File: src/rtl/snake_pkg.sv
// snake_pkg: shared snake-game constants (coordinate width, tile size, food FSM state encoding)
package snake_pkg;
  localparam int COORD_W = 10;
  localparam int TILE_PX = 20;
  localparam logic [1:0] ST_IDLE   = 2'd0;
  localparam logic [1:0] ST_REQ    = 2'd1;
  localparam logic [1:0] ST_SETTLE = 2'd2;
  localparam logic [1:0] ST_CHECK  = 2'd3;
endpackage

File: src/rtl/tile_overlap.sv
// tile_overlap: combinational |a-b| < TILE test on two coordinate pairs (ports: ax, ay, bx, by in; hit out)
module tile_overlap
  import snake_pkg::*;
#(
  parameter int BIT  = COORD_W,
  parameter int TILE = TILE_PX
)(
  input  logic [BIT-1:0] ax,
  input  logic [BIT-1:0] ay,
  input  logic [BIT-1:0] bx,
  input  logic [BIT-1:0] by,
  output logic           hit
);
  logic [BIT:0] dx, dy, adx, ady;
  always_comb begin
    dx  = {1'b0, ax} - {1'b0, bx};
    dy  = {1'b0, ay} - {1'b0, by};
    adx = dx[BIT] ? -dx : dx;
    ady = dy[BIT] ? -dy : dy;
    hit = (adx < (BIT+1)'(TILE)) && (ady < (BIT+1)'(TILE));
  end
endmodule

File: src/rtl/food_controller.sv
// food_controller: owns food position, re-rolls on body collision, pulses grow on eat.
// Ports: clk, rst_n (async active-low), tick, head_x/y in; new_number_trigger out, rand_x/y in;
// chk_req/chk_x/chk_y out, chk_ack/chk_hit in; food_x/y, grow, busy, score out.
// Optional FOOD_SCORE_EN: builds a saturating 8-bit eaten-food counter; otherwise score is 0.
module food_controller
  import snake_pkg::*;
#(
  parameter int BIT       = COORD_W,
  parameter int TILE      = TILE_PX,
  parameter int INIT_X    = 60,
  parameter int INIT_Y    = 100,
  parameter int MAX_RETRY = 7
)(
  input  logic           clk,
  input  logic           rst_n,
  input  logic           tick,
  input  logic [BIT-1:0] head_x,
  input  logic [BIT-1:0] head_y,
  input  logic [BIT-1:0] rand_x,
  input  logic [BIT-1:0] rand_y,
  output logic           new_number_trigger,
  output logic           chk_req,
  output logic [BIT-1:0] chk_x,
  output logic [BIT-1:0] chk_y,
  input  logic           chk_ack,
  input  logic           chk_hit,
  output logic [BIT-1:0] food_x,
  output logic [BIT-1:0] food_y,
  output logic           grow,
  output logic           busy,
  output logic [7:0]     score
);
  localparam int RW = ($clog2(MAX_RETRY + 1) < 3) ? 3 : $clog2(MAX_RETRY + 1);
  logic [1:0]     state_q, state_d;
  logic [BIT-1:0] cand_x_q, cand_x_d, cand_y_q, cand_y_d;
  logic [BIT-1:0] food_x_q, food_x_d, food_y_q, food_y_d;
  logic [RW-1:0]  retry_q, retry_d;
  logic           grow_q, grow_d;
  logic           eat;
  tile_overlap #(.BIT(BIT), .TILE(TILE)) u_overlap (
    .ax(head_x), .ay(head_y), .bx(food_x_q), .by(food_y_q), .hit(eat)
  );
  always_comb begin
    state_d  = state_q;
    cand_x_d = cand_x_q;
    cand_y_d = cand_y_q;
    food_x_d = food_x_q;
    food_y_d = food_y_q;
    retry_d  = retry_q;
    grow_d   = 1'b0;
    case (state_q)
      ST_IDLE:   state_d = (tick && eat) ? ST_REQ : ST_IDLE;
      ST_REQ:    state_d = ST_SETTLE;
      ST_SETTLE: begin
        cand_x_d = rand_x;
        cand_y_d = rand_y;
        state_d  = ST_CHECK;
      end
      default: if (chk_ack) begin
        if (chk_hit && retry_q < RW'(MAX_RETRY)) begin
          retry_d = retry_q + 1'b1;
          state_d = ST_REQ;
        end else begin
          food_x_d = cand_x_q;
          food_y_d = cand_y_q;
          grow_d   = 1'b1;
          retry_d  = '0;
          state_d  = ST_IDLE;
        end
      end
    endcase
  end
  always_ff @(posedge clk or negedge rst_n) begin
    if (!rst_n) begin
      state_q  <= ST_IDLE;
      cand_x_q <= '0;
      cand_y_q <= '0;
      food_x_q <= BIT'(INIT_X);
      food_y_q <= BIT'(INIT_Y);
      retry_q  <= '0;
      grow_q   <= 1'b0;
    end else begin
      state_q  <= state_d;
      cand_x_q <= cand_x_d;
      cand_y_q <= cand_y_d;
      food_x_q <= food_x_d;
      food_y_q <= food_y_d;
      retry_q  <= retry_d;
      grow_q   <= grow_d;
    end
  end
`ifdef FOOD_SCORE_EN
  logic [7:0] score_q, score_d;
  always_comb score_d = (grow_d && !(&score_q)) ? score_q + 8'd1 : score_q;
  always_ff @(posedge clk or negedge rst_n) begin
    if (!rst_n) score_q <= '0;
    else        score_q <= score_d;
  end
  assign score = score_q;
`else
  assign score = '0;
`endif
  // Trigger and query are pure decodes of the state flop, so they are glitch-free and drop on async reset.
  assign new_number_trigger = (state_q == ST_REQ);
  assign chk_req            = (state_q == ST_CHECK);
  assign chk_x              = cand_x_q;
  assign chk_y              = cand_y_q;
  assign food_x             = food_x_q;
  assign food_y             = food_y_q;
  assign grow               = grow_q;
  assign busy               = (state_q != ST_IDLE);
endmodule

File: config.mk
export PLATFORM = sky130hd
export DESIGN_NAME = food_controller
export DESIGN_NICKNAME = d
export VERILOG_FILES = /design/src/rtl/snake_pkg.sv /design/src/rtl/tile_overlap.sv /design/src/rtl/food_controller.sv
export SDC_FILE = /design/constraint.sdc
export NUM_CORES = 1
export LEC_CHECK = 0
export CORE_UTILIZATION = 48
export CTS_BUF_LIST = sky130_fd_sc_hd__clkbuf_8
export DETAILED_ROUTE_END_ITERATION = 16
export HOLD_SLACK_MARGIN = 0.12
export MAX_ROUTING_LAYER = met4
export PLACE_DENSITY = 0.94
export SYNTH_ARGS = -nofsm -noshare
export SYNTH_HDL_FRONTEND = slang
export SYNTH_SLANG_ARGS = --single-unit
File: constraint.sdc
create_clock -name clk -period 3.1 [get_ports clk]
set_input_delay 0.465 -clock clk [delete_from_list [all_inputs] [get_ports clk]]
set_output_delay 0.465 -clock clk [all_outputs]
set_load 0.1 [all_outputs]
=== Word level (Yosys, flattened, before mapping) ===
Cells that the tools add are included.

* Add/subtract/negate cells: 5
* Magnitude comparators: 3
* Eq/ne operators: 3
* Muxes and demuxes: 10
* Bitwise gates (word level): 2
* Reduce and logical (&&, ||, !) cells: 9

{| class="wikitable"
|+ Operator list
! operator !! number
|-
| $lt 11x5->1 const B || 2
|-
| $mux 11 || 2
|-
| $neg 11->11 || 2
|-
| $sub 10x10->11 || 2
|-
| $pmux 2 s3 || 1
|-
| $mux 1 || 5
|-
| $eq 2x2->1 const B || 2
|-
| $reduce_bool 4->1 || 1
|-
| $add 3x1->3 const B || 1
|-
| $logic_and 1x1->1 || 3
|-
| $lt 3x3->1 const B || 1
|-
| $mux 3 || 1
|-
| $reduce_and 3->1 || 1
|-
| $reduce_or 3->1 || 1
|-
| $eq 2x1->1 const B || 1
|-
| $logic_not 2->1 || 1
|-
| $mux 2 || 1
|-
| $not 1->1 || 2
|-
| $reduce_and 2->1 || 1
|-
| $reduce_bool 2->1 || 1
|}

* Register bits: 46
* Bits of input ports: 45
* Output and inout bits: 52
* Logic and storage cells: 39

=== Logic depth before layout (Yosys ltp) ===
Gate-level depths: netlist of the first run.

* Depth in word-level cells: 8
* Gate-level depth with buffers: 12
* Gate-level depth less buffers: 12

=== Cells and area by module ===
From an unflattened synthesis of the first run, not the netlist that was laid out.

* Cell total of the unflattened synthesis: 307
* Area, all modules: 3235.6 sq um

{| class="wikitable"
|+ Modules (own cells, without submodules)
! module !! instances !! cells each !! area each (sq um) !! seq. area each (sq um)
|-
| food_controller || 1 || 126 || 1990.7 || 1159.9
|-
| tile_overlap || 1 || 181 || 1244.9 || 0.0
|}

=== Worst setup path after synthesis of the first run ===
OpenSTA, ideal clock, no wires.

* Path type: reg2reg
* Start point: reg food_y_q[0] (netlist: food_y[0])
* End point: reg state_q[0]
* Setup time: 0.120 ns
* Arrival time: 3.177 ns
* Data required time: 2.980 ns
* Setup slack: -0.197 ns
* Cell stages (with the launch flop): 11
* Buffers on the path: 0
* Period minus slack after synthesis: 3.297 ns
* Cell sequence: dfrtp_1 ha_1 inv_1 fa_1 a211oi_2 nor2_2 xor2_1 or4_4 o2111a_1 a31o_1 a31o_1

* Word-level cells in the longest chain between the ends: 8

{| class="wikitable"
|+ RTL lines
! item !! line !! source
|-
| from (decl) || food_controller.sv:36 || <nowiki>logic [BIT-1:0] food_x_q, food_x_d, food_y_q, food_y_d;</nowiki>
|-
| from (signal assigned) || food_controller.sv:79 || <nowiki>food_y_q <= BIT'(INIT_Y);</nowiki>
|-
| from (signal assigned) || food_controller.sv:87 || <nowiki>food_y_q <= food_y_d;</nowiki>
|-
| $sub 10x10->11 (*) || tile_overlap.sv:17 || <nowiki>dy = {1'b0, ay} - {1'b0, by};</nowiki>
|-
| $neg 11->11 || tile_overlap.sv:19 || <nowiki>ady = dy[BIT] ? -dy : dy;</nowiki>
|-
| $mux 11 (*) || tile_overlap.sv:19 ||
|-
| $lt 11x5->1 (*) || tile_overlap.sv:20 || <nowiki>hit = (adx < (BIT+1)'(TILE)) && (ady < (BIT+1)'(TILE));</nowiki>
|-
| $logic_and 1x1->1 (*) || tile_overlap.sv:20 ||
|-
| $logic_and 1x1->1 (*) || food_controller.sv:52 || <nowiki>ST_IDLE: state_d = (tick && eat) ? ST_REQ : ST_IDLE;</nowiki>
|-
| $mux 1 (*) || food_controller.sv:52 ||
|-
| $pmux 2 s3 (*) || food_controller.sv:51 || <nowiki>case (state_q)</nowiki>
|-
| to (signal assigned) || food_controller.sv:83 || <nowiki>state_q <= state_d;</nowiki>
|-
| to (decl) || food_controller.sv:34 || <nowiki>logic [1:0] state_q, state_d;</nowiki>
|}

Mark *: on every way between the ends. The rest lies on a longest branch, timed or not.
A chain may end at the register's enable or synchronous reset.

=== Worst setup path after layout of the first run ===
* Start point: in head_x[1]
* End point: reg state_q[0]

* Word-level cells in the longest chain between the ends: 8

{| class="wikitable"
|+ RTL lines
! item !! line !! source
|-
| from (decl) || food_controller.sv:17 || <nowiki>input logic [BIT-1:0] head_x,</nowiki>
|-
| $sub 10x10->11 (*) || tile_overlap.sv:16 || <nowiki>dx = {1'b0, ax} - {1'b0, bx};</nowiki>
|-
| $neg 11->11 || tile_overlap.sv:18 || <nowiki>adx = dx[BIT] ? -dx : dx;</nowiki>
|-
| $mux 11 (*) || tile_overlap.sv:18 ||
|-
| $lt 11x5->1 (*) || tile_overlap.sv:20 ||
|-
| $logic_and 1x1->1 (*) || tile_overlap.sv:20 ||
|-
| $logic_and 1x1->1 (*) || food_controller.sv:52 ||
|-
| $mux 1 (*) || food_controller.sv:52 ||
|-
| $pmux 2 s3 (*) || food_controller.sv:51 ||
|}

Marks and branches as above.

==> results by group, run 1 <==
Status
  – Status: complete, no violations

Timing
  – Slew margin rel.: 0.345
  – RSZ-0062 raised after global routing: false
  – Setup TNS: 0 ps
  – Final period util: 0.945
  – Final setup violation count: 0
  – Slew @ Worst Pin: 983 ps
  – Fmax: 0.341 GHz
  – Final Max Slew Viols: 0
  – Hold Violations, Final: 0
  – Final min period: 2930 ps
  – Final Skew: 5.23 ps

Clock network
  – Worst skew pair latency: 290 ps
  – TritonCTS clock tree: done
  – TritonCTS buffer count: 5
  – # H-tree levels: 2
  – CTS root buf: clkbuf_8
  – Worst-path clk slew: 80 ps
  – CTS sink count: 46
  – Clock Tree Buf Depth: 2

Global routing
  – First-pass GRT wire length: 12.9 mm
  – Largest net degree at the start of global routing: 47
  – Total Routing Usage GR: 0.261
  – Initial antenna violation count: 0
  – Vias in the first global route: 2780
  – Total grt overflow: 0

Final layout
  – Antenna Cells: 0
  – Commonest non-fill, non-tap cell in the layout: buf_4
  – Most frequent cells in the layout: 65 x buf_4, 41 x clkdlybuf4s50_1, 35 x dfrtp_1
  – Share of cells above drive strength 1: 0.323
  – Area growth syn-to-layout: 37.6%
  – Fill cells: 416
  – Final nets: 495

Yosys
  – Cell Area, Synth: 3070 µm²
  – Fraction of registers with async set/reset: 1.00
  – Ys Warns: 0
  – Ranking of synthesized cells by area: dfrtp_1 32%, ha_1 10%, mux2_2 8.4%, dfstp_2 6.0%, o21ai_0 4.7%
  – Top cell type by total area after synthesis: dfrtp_1
  – Post-synthesis sequential area ratio: 0.378
  – EDFF count, synth: 0
  – Top_reg_cell synth: dfrtp_1
  – Seq cells post-synth: 46
  – Syn Area/Cell: 9.77 µm²
  – Cells after synthesis: 314
  – Yosys top cell area share: 0.318
  – Distinct cells, synth: 55

Die
  – Die height: 81.9 µm
  – Initial Util: 0.509
  – Io pins: 97
  – DIE AREA: 6710 µm²
  – CORE AREA: 6030 µm²
  – Row count: 28
  – Die width: 81.9 µm

Detailed routing
  – Vias: 2868
  – Routed wire length: 8.34 mm
  – DRC: 0
  – Routed Antenna Nets: 0
  – Vias per std cell: 5.75
  – TritonRoute pass-1 iters: 4
  – Wire per inst: 16.7 µm
  – DRT iter0 DRCs: 117

Worst setup path
  – CP max FO: 5
  – Crit path capture type: register
  – CP Launch Type: input pin
  – CP Class: input pin to register
  – Worst endpoint required time: 3290 ps
  – WP data arrival: 3120 ps

Placed design
  – GP Congestion: 0.879
  – Buffers added on ports: 88
  – DP HPWL: 6.45 mm

Job
  – Max Cap Viol: 0

Min path
  – Hold Crit Class: input pin to asynchronous set/reset pin
==> synthesized netlist by cell type, types with 3 or more instances <==
library cell,count
a21o_1,7
a21oi_1,7
a21oi_2,4
a31o_1,4
a31oi_1,5
buf_4,8
clkbuf_1,4
dfrtp_1,39
dfstp_2,7
ha_1,25
inv_1,28
mux2_2,23
nand2_1,26
nand3_1,6
nand4_1,3
nor2_1,15
nor4_1,3
o21a_1,6
o21ai_0,29
xnor2_1,9
xor2_1,6
==> cell type report <==
class | count | area (µm²) | share of cell area
inverter | 28 | 105 | 0.0249
multi-input combinational | 233 | 1810 | 0.429
clock buffer | 6 | 82.6 | 0.0196
tap | 75 | 93.8 | 0.0222
timing repair buffer | 109 | 928 | 0.220
sequential | 46 | 1160 | 0.276
clock inverter | 2 | 33.8 | 0.00800
==> path summary, 6_finish.rpt <==
path	endpoint	cells past startpoint	from	slack, ps
min in group clk	retry_q[2]	1	retry_q[2]	510
setup reg to reg	state_q[0]	11	food_y[0]	200
hold / removal	chk_x[3]	1	rst_n	320
hold reg to reg	retry_q[2]	1	retry_q[2]	510
max in group asynchronous	food_y[0]	1	rst_n	2100
setup / recovery	state_q[0]	10	head_x[1]	170
==> stage by stage <==
step           instances  setup WS, ps   util  area, µm²  hold slack [ps]
4_1_cts              499          22.1  0.689       4150              351
2_1_floorplan        321          99.7      -       3100              169
5_1_grt              499          64.7  0.700       4220              388
3_5_place_dp         491          -279  0.670       4040              498
6_report             499           171  0.700       4220              320
3_3_place_gp         491          -139  0.670       4040              478
==> cell families after synthesis <==
group           Yosys count  share of synthesized area
compound gates           86                      0.196
xor+xnor                 15                     0.0428
fa+ha+maj                27                      0.115
buf+inv                  42                     0.0612
flops                    46                      0.378
mux                      25                     0.0910
other cells               1                    0.00122
simple gates             72                      0.115
==> timing repair <==
item,4_1_cts,5_1_grt
endpoints found under the setup margin,0,1
hold buffers,0,0
gates resized for setup,0,16
hold endpoints to repair,0,0
setup buffers,0,0
==> worst max-delay path, cell delays in order <==
cell and delay (ps):
clkdlybuf4s50_1 480, ha_1 330, nor2b_1 160, o31a_1 300, o31a_1 300, a221oi_2 330
xnor2_1 160, and3_1 200, o22a_1 200, a31o_1 200
==> layer usage <==
metal	global-route usage	share of wire	up-vias
met1	0.305	0.38	1397
met3	0.0356	0.056	36
met2	0.436	0.52	108
met4	0.137	0.040	0
li1	-	-	1327
met5	-	0	-
==> sequential cells by signal, indices dropped and copies added (netlist names) <==
register / count
grow: 1
chk_x: 10
state_q: 2
food_x: 10
food_y: 10
chk_y: 10
retry_q: 3
Power of run 1 is left out: the tool's default activity adds up to more than one toggle a clock period on the data nets, which glitch-free logic cannot reach.
==> inputs of run 2 (changes only) <==
--- a/config.mk
+++ b/config.mk
@@ -5,6 +5,7 @@
 export SDC_FILE = /design/constraint.sdc
 export NUM_CORES = 1
 export LEC_CHECK = 0
+export CORE_MARGIN = 1
 export CORE_UTILIZATION = 48
 export CTS_BUF_LIST = sky130_fd_sc_hd__clkbuf_8
 export DETAILED_ROUTE_END_ITERATION = 16
==> results of run 2 <==
Final layout, timing and power as in run 1 (identical DEF).
Power of run 2 is left out for the same reason.
==> inputs of run 3 (changes only) <==
--- a/config.mk
+++ b/config.mk
@@ -6,12 +6,13 @@
 export NUM_CORES = 1
 export LEC_CHECK = 0
 export CORE_MARGIN = 1
-export CORE_UTILIZATION = 48
+export CORE_UTILIZATION = 30
 export CTS_BUF_LIST = sky130_fd_sc_hd__clkbuf_8
 export DETAILED_ROUTE_END_ITERATION = 16
 export HOLD_SLACK_MARGIN = 0.12
 export MAX_ROUTING_LAYER = met4
-export PLACE_DENSITY = 0.94
+export PLACE_DENSITY = 0.68
+export SETUP_SLACK_MARGIN = 0.1
 export SYNTH_ARGS = -nofsm -noshare
 export SYNTH_HDL_FRONTEND = slang
 export SYNTH_SLANG_ARGS = --single-unit
==> constraint.sdc (replaced) <==
create_clock -name clk -period 3.1 [get_ports clk]
set_input_delay 0.465 -clock clk [delete_from_list [all_inputs] [get_ports clk]]
set_output_delay 0.465 -clock clk [all_outputs]
set_load 0.01 [all_outputs]
==> results by group, run 3 (synthesis gave the netlist of run 1 again) <==
Status
  – Status: complete, no violations (unchanged)

Worst setup path
  – Crit-path max cell delay: 390 ps (was 480 ps)
  – CP max FO: 3 (was 5)
  – Crit path capture type: register (unchanged)
  – CP max-delay cell: clkdlybuf4s50_1 (unchanged)
  – Buf/Inv on CP: 3 (was 1)
  – Worst Setup EP: state_q[0] (unchanged)
  – Worst endpoint required time: 3340 ps (was 3290 ps)
  – R2r endpoint: state_q[0] (unchanged)
  – CP top delay family: compound AO/OA/AOI/OAI gates (unchanged)
  – Levels on crit path: 13 (was 10)
  – R2r setup slk: 240 ps (was 200 ps)
  – CP cell instances: clkdlybuf4s50_1, inv_1, ha_1, inv_1, fa_2, a211oi_2, o21ai_2, a31o_1, a21oi_2, xor2_1, o21ai_1, a2111oi_2, a31o_1 (was clkdlybuf4s50_1, ha_1, nor2b_1, o31a_1, o31a_1, a221oi_2, xnor2_1, and3_1, o22a_1, a31o_1)
  – Beginning of the critical path: head_x[0] (was head_x[1])
  – WP data arrival: 3100 ps (was 3120 ps)
  – CP Class: input pin to register (unchanged)
  – CP Launch Type: input pin (unchanged)
  – RR Startpoint: food_y[2] (was food_y[0])
  – FF-to-FF path depth: 10 (was 11)

Timing
  – RSZ-0062 raised after global routing: false (unchanged)
  – Final Max Slew Viols: 0 (unchanged)
  – Final setup violation count: 0 (unchanged)
  – Final period util: 0.925 (was 0.945)
  – Final WS setup: 234 ps (was 171 ps)
  – Final Skew: 6.48 ps (was 5.23 ps)
  – Final min period: 2870 ps (was 2930 ps)
  – Slew @ Worst Pin: 1060 ps (was 983 ps)
  – Fmax: 0.349 GHz (was 0.341 GHz)
  – Hold Violations, Final: 0 (unchanged)
  – Slew margin rel.: 0.296 (was 0.345)

Clock network
  – Clock Tree Buf Depth: 2 (unchanged)
  – Worst skew pair latency: 300 ps (was 290 ps)
  – # H-tree levels: 2 (unchanged)
  – TritonCTS clock tree: done (unchanged)
  – TritonCTS buffer count: 5 (unchanged)
  – CTS sink count: 46 (unchanged)
  – Worst-path clk slew: 90 ps (was 80 ps)
  – CTS root buf: clkbuf_8 (unchanged)

Die
  – Row count: 36 (was 28)
  – CORE AREA: 9820 µm² (was 6030 µm²)
  – DIE AREA: 10600 µm² (was 6710 µm²)
  – Die height: 103 µm (was 81.9 µm)
  – Io pins: 97 (unchanged)
  – Initial Util: 0.312 (was 0.509)
  – Die width: 103 µm (was 81.9 µm)

Global routing
  – Total Routing Usage GR: 0.157 (was 0.261)
  – Total grt overflow: 0 (unchanged)
  – Vias in the first global route: 2563 (was 2780)
  – Initial antenna violation count: 0 (unchanged)
  – Largest net degree at the start of global routing: 47 (unchanged)
  – First-pass GRT wire length: 12.4 mm (was 12.9 mm)

Placed design
  – DP HPWL: 6.16 mm (was 6.45 mm)
  – Dpl cells: 547 (was 491)
  – Post-Place Setup Slack: -221 ps (was -279 ps)
  – GP Congestion: 0.849 (was 0.879)
  – Buffers added on ports: 88 (unchanged)

Final layout
  – Non-filler cells, final: 556 (was 499)
  – Antenna Cells: 0 (unchanged)
  – Commonest non-fill, non-tap cell in the layout: clkdlybuf4s50_1 (was buf_4)
  – Final core occ: 0.442 (was 0.700)
  – Fill cells: 996 (was 416)
  – Share of cells above drive strength 1: 0.201 (was 0.323)
  – Final nets: 494 (was 495)
  – Most frequent cells in the layout: 86 x clkdlybuf4s50_1, 39 x dfrtp_1, 27 x inv_1, 27 x o21ai_0, 26 x nand2_1 (was 65 x buf_4, 41 x clkdlybuf4s50_1, 35 x dfrtp_1)
  – Area growth syn-to-layout: 41.6% (was 37.6%)

Detailed routing
  – Vias per std cell: 4.76 (was 5.75)
  – Routed Antenna Nets: 0 (unchanged)
  – Wire per inst: 14.2 µm (was 16.7 µm)
  – DRT iter0 DRCs: 58 (was 117)
  – DRC: 0 (unchanged)
  – Vias: 2649 (was 2868)
  – Routed wire length: 7.92 mm (was 8.34 mm)
  – TritonRoute pass-1 iters: 4 (unchanged)

Job
  – Max Cap Viol: 0 (unchanged)

Power
  – Power density cells: 1100 nW/µm²
  – Lkg Pwr: 1.84 nW
  – Maximum vdd ir drop: 0.446 mV

Min path
  – Hold Crit Class: input pin to asynchronous set/reset pin (unchanged)
run 3: timing repair:
action,CTS,global route
setup endpoints to repair,1,1
hold endpoints to repair,0,0
pin swaps,1,15
buffers inserted,0,1
hold buffers,0,0
cloned,0,0
gates resized for setup,1,11
run 3: metal layers:
layer  vias up  track usage  wire (µm)
li1       1314            -          -
met1      1255        0.201       3670
met2        72        0.259       3880
met3         8       0.0244        258
met4         0       0.0412        118
met5         -            -          0
run 3: worst min path at each step:
stage / from / depth (start not counted) / endpoint
2_1_floorplan: rst_n / 0 / chk_x[0]
3_3_place_gp: retry_q[2] / 1 / retry_q[2]
3_5_place_dp: chk_y[9] / 2 / food_y[9]
4_1_cts: rst_n / 1 / chk_y[3]
5_1_grt: rst_n / 1 / chk_y[2]
6_report: rst_n / 1 / state_q[1]
run 3: metrics by stage:
stage          TNS, ps  cell area [µm²]  total power, mW  hold slack [ps]
2_1_floorplan        0             3090             3.02              169
3_3_place_gp      -126             4200             4.19              487
3_5_place_dp      -221             4200             4.27              495
4_1_cts              0             4300             4.71              394
5_1_grt              0             4340             5.15              435
6_report             0             4340             4.76              338
run 3: power by group:
part | switching [mW] | internal (mW)
registers | 0.205 | 0.928
clock network | 0.220 | 0.184
logic | 1.53 | 1.69
run 3: layout make-up:
type                    count  area [µm²]  share of cell area
well taps                 133         166              0.0383
clock inverters             2        16.3             0.00375
flip-flops and latches     46        1160               0.267
repair buffers            108        1030               0.237
multi-input cells         233        1780               0.411
inverters                  28         105              0.0242
clock buffers               6        82.6              0.0190
Note: power is estimated with default switching activity, not from simulation.
